### src/rtl/imem_port_arbiter.sv
// imem_port_arbiter: shares the instruction ROM read port between fetch and debug.
// Fetch has priority; a denial counter forces a debug slot after MAX_WAIT denials.
module imem_port_arbiter #(
    parameter int DATA_WIDTH = 32,
    parameter int ADDR_WIDTH = 8,
    parameter int MAX_WAIT   = 3
) (
    input  logic                  clk,
    input  logic                  reset,
    input  logic                  fetch_req,
    input  logic [ADDR_WIDTH-1:0] fetch_addr,
    output logic                  fetch_gnt,
    output logic                  fetch_valid,
    output logic [DATA_WIDTH-1:0] fetch_data,
    output logic                  fetch_stall,
    input  logic                  dbg_req,
    input  logic [ADDR_WIDTH-1:0] dbg_addr,
    output logic                  dbg_gnt,
    output logic                  dbg_valid,
    output logic [DATA_WIDTH-1:0] dbg_data,
    output logic [ADDR_WIDTH-1:0] rom_addr,
    input  logic [DATA_WIDTH-1:0] rom_q
);
    typedef enum logic {FETCH_PRI, DBG_FORCE} state_t;
    localparam logic [3:0] LAST = 4'(MAX_WAIT - 1);
    state_t     state;
    logic [3:0] wait_cnt;
    assign dbg_gnt     = dbg_req & (state == DBG_FORCE | ~fetch_req);
    assign fetch_gnt   = fetch_req & ~dbg_gnt;
    assign fetch_stall = fetch_req & ~fetch_gnt;
    assign rom_addr    = dbg_gnt ? dbg_addr : fetch_addr;
    always_ff @(posedge clk) begin
        if (reset) begin
            state       <= FETCH_PRI;
            wait_cnt    <= '0;
            fetch_valid <= 1'b0;
            dbg_valid   <= 1'b0;
            fetch_data  <= '0;
            dbg_data    <= '0;
        end else begin
            fetch_valid <= fetch_gnt;
            dbg_valid   <= dbg_gnt;
            if (fetch_gnt) fetch_data <= rom_q;
            if (dbg_gnt) dbg_data <= rom_q;
            // a denied debug request only ever happens in FETCH_PRI
            if (dbg_req & ~dbg_gnt) begin
                wait_cnt <= (wait_cnt == LAST) ? wait_cnt : wait_cnt + 4'd1;
                if (wait_cnt == LAST) state <= DBG_FORCE;
            end else begin
                wait_cnt <= '0;
                state    <= FETCH_PRI;
            end
        end
    end
endmodule

### config.mk
export PLATFORM = sky130hd
export DESIGN_NAME = imem_port_arbiter
export DESIGN_NICKNAME = d
export VERILOG_FILES = /design/src/rtl/imem_port_arbiter.sv
export SDC_FILE = /design/constraint.sdc
export NUM_CORES = 1
export LEC_CHECK = 0
export BUFFER_PORTS_ARGS = -buffer_cell sky130_fd_sc_hd__buf_2
export CORE_AREA = 5 5 86 88
export DETAILED_ROUTE_END_ITERATION = 12
export DIE_AREA = 0 0 91 93
export PLACE_DENSITY = 0.77
export SYNTH_ARGS = -nofsm -noshare
export SYNTH_HDL_FRONTEND = slang
export SYNTH_SLANG_ARGS = --single-unit
export TNS_END_PERCENT = 50
### constraint.sdc
create_clock -name clk -period 1.57 [get_ports clk]
set_input_delay 0.157 -clock clk [delete_from_list [all_inputs] [get_ports clk]]
set_output_delay 0.157 -clock clk [all_outputs]
set_load 0.03 [all_outputs]
==> impl.org <==
** Layout
- The final layout contains 506 nets.
- Leaving out fill and tap cells, the most frequent cell in the layout is sky130_fd_sc_hd__buf_2.
- Post-route cell area :: 3900 um^2
- Post-Route Utilization :: 0.594
- Share of post-route cells with drive strength above 1 :: 0.501
- Top library cells by usage in the layout, fill and taps aside :: 120 x sky130_fd_sc_hd__buf_2, 70 x sky130_fd_sc_hd__dfxtp_1, 36 x sky130_fd_sc_hd__a21oi_1
- Post-synthesis to final-layout area growth :: 32.6%
- The repair_antennas step left the layout with diodes totalling 0.

** Die
- From left edge to right edge, the die measures about 91 um.
- Pin placement for this block handled 129 I/O pins.
- Standard cell core area :: 6570 um^2
- The die is 93 um tall.
- The initial utilization of the core area, before any placement, comes to 0.448.
- Number of cell rows :: 30
- Die area :: 8460 um^2

** Clocking
- Clock tree from TritonCTS :: yes
- Counting every sink on the clock net gives 71.
- TritonCTS created 9 clock buffers.
- Root Buffer :: sky130_fd_sc_hd__clkbuf_8
- Clk pin slew, worst setup/hold paths :: 0.07 ns
- The clock reaches the later pin of the worst-skew pair after approximately 0.33 ns.
- In this run the deepest clock path goes through 2 buffers.
- In this run the number of H-tree levels came out at 3.

** GRT
- The number of antenna violations at the first check in global routing was 0.
- After global routing the overflow that remains totals 0.
- The via count of the first global-routing pass is approximately 2700.
- Maximum number of pins on one net before global-route repair :: 34
- First-pass GRT wire length :: 12900 um
- Across every metal layer, demand over resource in global routing totals 0.185.

** Placed design
- After detailed placement, the total cell area comes to 3610 um^2.
- Final Wtd Congestion :: around 0.8
- After legalization and detailed placement, the total HPWL measured 5690 um.
- During placement, the flow inserted port buffers numbering 128.

** Synth
- Synthesis-stage register bit count :: 71
- The number of nets handed over by synthesis was 380.
- Summed over all instances, the cell type with the most area after synthesis is sky130_fd_sc_hd__dfxtp_1.
- The share of synthesized area in the top cell type comes to 0.483.
- Cell types with the largest area share after synthesis :: sky130_fd_sc_hd__dfxtp_1 48%, sky130_fd_sc_hd__a21oi_2 8.6%, sky130_fd_sc_hd__nand2_2 6.4%, sky130_fd_sc_hd__a21oi_1 6.1%, sky130_fd_sc_hd__nand3_1 5.6%
- Register area share after synthesis :: 0.483
- The cell area that synthesis handed to floorplanning was between 2000 and 3000 um^2.
- Synth unique cells :: 29
- The Yosys step of the flow raised 0 warnings.
- Mean cell area of the mapped netlist :: approximately 9.0 um^2
- Counting every instance in the synthesized netlist gives 326.

** Worst setup path
- Data on the critical path arrives at its endpoint at 1.39 ns.
- For flop-to-flop paths, the worst setup slack is 0.17 ns.
- Type of destination of the critical path :: output pin
- For this run, the slowest stage of the critical path takes 0.33 ns.
- Cell with the biggest individual delay on the critical path :: sky130_fd_sc_hd__dfxtp_2
- Following the worst setup path forward leads to its endpoint at rom_addr[5].
- Ordered cell list for the critical path :: nand2b_4, nand2_4, mux2_4, buf_6
- Beginning of the worst register-to-register path :: wait_cnt[0]
- STA puts the critical path data required time at approximately 1.4 ns.
- Together, buffers and inverters on the worst path number 1.
- The worst setup path is of the reg -> out kind.
- Maximum fanout along the worst path :: 4
- In this run the critical register-to-register path is captured at wait_cnt[0].
- Depth of the worst register-to-register path :: 5
- Family of cells with the greatest summed delay on the critical path :: flip-flops
- The critical path starts at state.
- Number of cells on the critical path :: 4
- The worst setup path is launched from a flip-flop.

** Power and ir drop
- Power density normalized to cell area :: 1000 nW/um^2
- Across the VDD grid, the largest voltage drop is about 0.66 mV.
- Total power :: 0.00390 W
- Leakage power :: 1.76 nW

** Route
- First-iteration detailed-routing DRC count :: 121
- DRC Markers :: 0
- The first detailed-routing pass ran for 4 iterations.
- Overall routed net length :: between 8000 and 9000 um
- Summing over every cut layer, the via total after detailed routing is 2733.
- Post-route ant nets :: 0
- After detailed routing, the number of vias per cell comes to 5.09.
- Routed wirelength normalized by instance count :: 15.0 um

** STA
- Peak clock frequency supported by timing :: about 0.64 GHz
- RSZ-0062 raised after global routing :: true
- Worst Max-Slew Pin Slew :: 0.371 ns
- The number of slew-limit violations in the final report was 0.
- In the finished design, the share of the clock period the worst path needs comes to 0.988.
- Total of endpoints with negative setup slack in the final report :: 0
- Number of hold-slack violations in the final timing report :: 0
- Worst max-slew margin expressed relative to the limit :: 0.753
- The worst path in the final design needs a cycle of 1.55 ns, including I/O delays and setup.
- Across the routed clock network, the largest skew measured is 0.00278 ns.

** Worst hold path
- Launch instance of the worst min-delay path :: rom_q[3]
- Path class of the lowest-slack min-delay path :: in -> reg

** Run
- Max Cap Violations :: 0

** Run status
- Result of the run :: finished clean
## metal layers
metal	vias to the layer above	routed length (um)	global-route usage
li1	1358	-	-
met1	1278	3480	0.227
met2	89	3920	0.309
met3	8	577	0.0507
met4	0	100	0.0697
met5	-	0	0
## worst min-delay path by stage
stage | depth (start not counted) | slack (ns) | end
2_1_floorplan | 2 | 0.28 | fetch_data[0]
3_3_place_gp | 3 | 0.41 | fetch_data[3]
3_5_place_dp | 3 | 0.41 | fetch_data[24]
4_1_cts | 3 | 0.05 | fetch_data[3]
5_1_grt | 3 | 0.05 | fetch_data[3]
6_report | 3 | 0.07 | fetch_data[3]
## flip-flops by register name (all words and copies together), names as in the netlist
register     cells
fetch_valid      1
wait_cnt         4
state            1
dbg_data        32
fetch_data      32
dbg_valid        1
## cell usage after synthesis, drive strengths merged
library cell and instances:
a211oi 1, or3 1, o21ai 32, a21oi 65, nand2 65, nand3 33, nor3 1, dfxtp 71
mux2 8, buf 16, a21bo 1, clkinv 1, nor2 5, clkbuf 12, ha 2, nand2b 3
nand3b 1, inv 3, xor2 1, xnor2 1, and2b 1, and3 1, or3b 1
## cells by family after synthesis
| family | Yosys count | synth area share |
|---|---|---|
| muxes | 8 | 0.0306 |
| xor gates and xnor gates | 2 | 0.00596 |
| DFF | 71 | 0.483 |
| AOI/OAI and AO/OA | 99 | 0.210 |
| adders and majority gates | 2 | 0.00851 |
| buffers and inverters | 32 | 0.0689 |
| and+or+nand+nor | 112 | 0.193 |
## per-stage QoR
step	hold WS, ns	setup WS (ns)	TNS [ns]	std cells
2_1_floorplan	0.284	0.258	0	326
3_3_place_gp	0.410	0.221	0	518
3_5_place_dp	0.409	0.186	0	518
4_1_cts	0.0479	-0.0189	-0.0659	536
5_1_grt	0.0533	-0.0280	-0.141	537
6_report	0.0650	0.0196	0	537
## timing repair
| item | in CTS | in global routing |
|---|---|---|
| hold buffers | 0 | 0 |
| pin swaps | 2 | 1 |
| setup endpoints to repair | 8 | 8 |
| endpoints found under the hold margin | 0 | 0 |
| gates cloned | 1 | 0 |
| resized for setup | 21 | 9 |
| buffers inserted | 1 | 1 |
## final cells by class
cell class,count,area [um^2]
clock inverter,4,22.5
fill,583,2670
inverter,4,20.0
timing repair buffer,142,821
tap,80,100
sequential,71,1420
clock buffer,12,135
multi-input combinational,224,1380
## power breakdown
group / switching, W / internal [W] / leakage (nW) / total, W
clock: 0.000638 / 0.000567 / 0.0801 / 0.00120
sequential: 0.0000408 / 0.00189 / 0.583 / 0.00193
combinational: 0.000502 / 0.000269 / 1.10 / 0.000771
## tightest hold or removal path: stages
cell	delay, ns
sky130_fd_sc_hd__buf_2	0.11
sky130_fd_sc_hd__nand2_2	0.05
sky130_fd_sc_hd__a21oi_2	0.04
No activity file was read; power rests on OpenSTA's default activity.
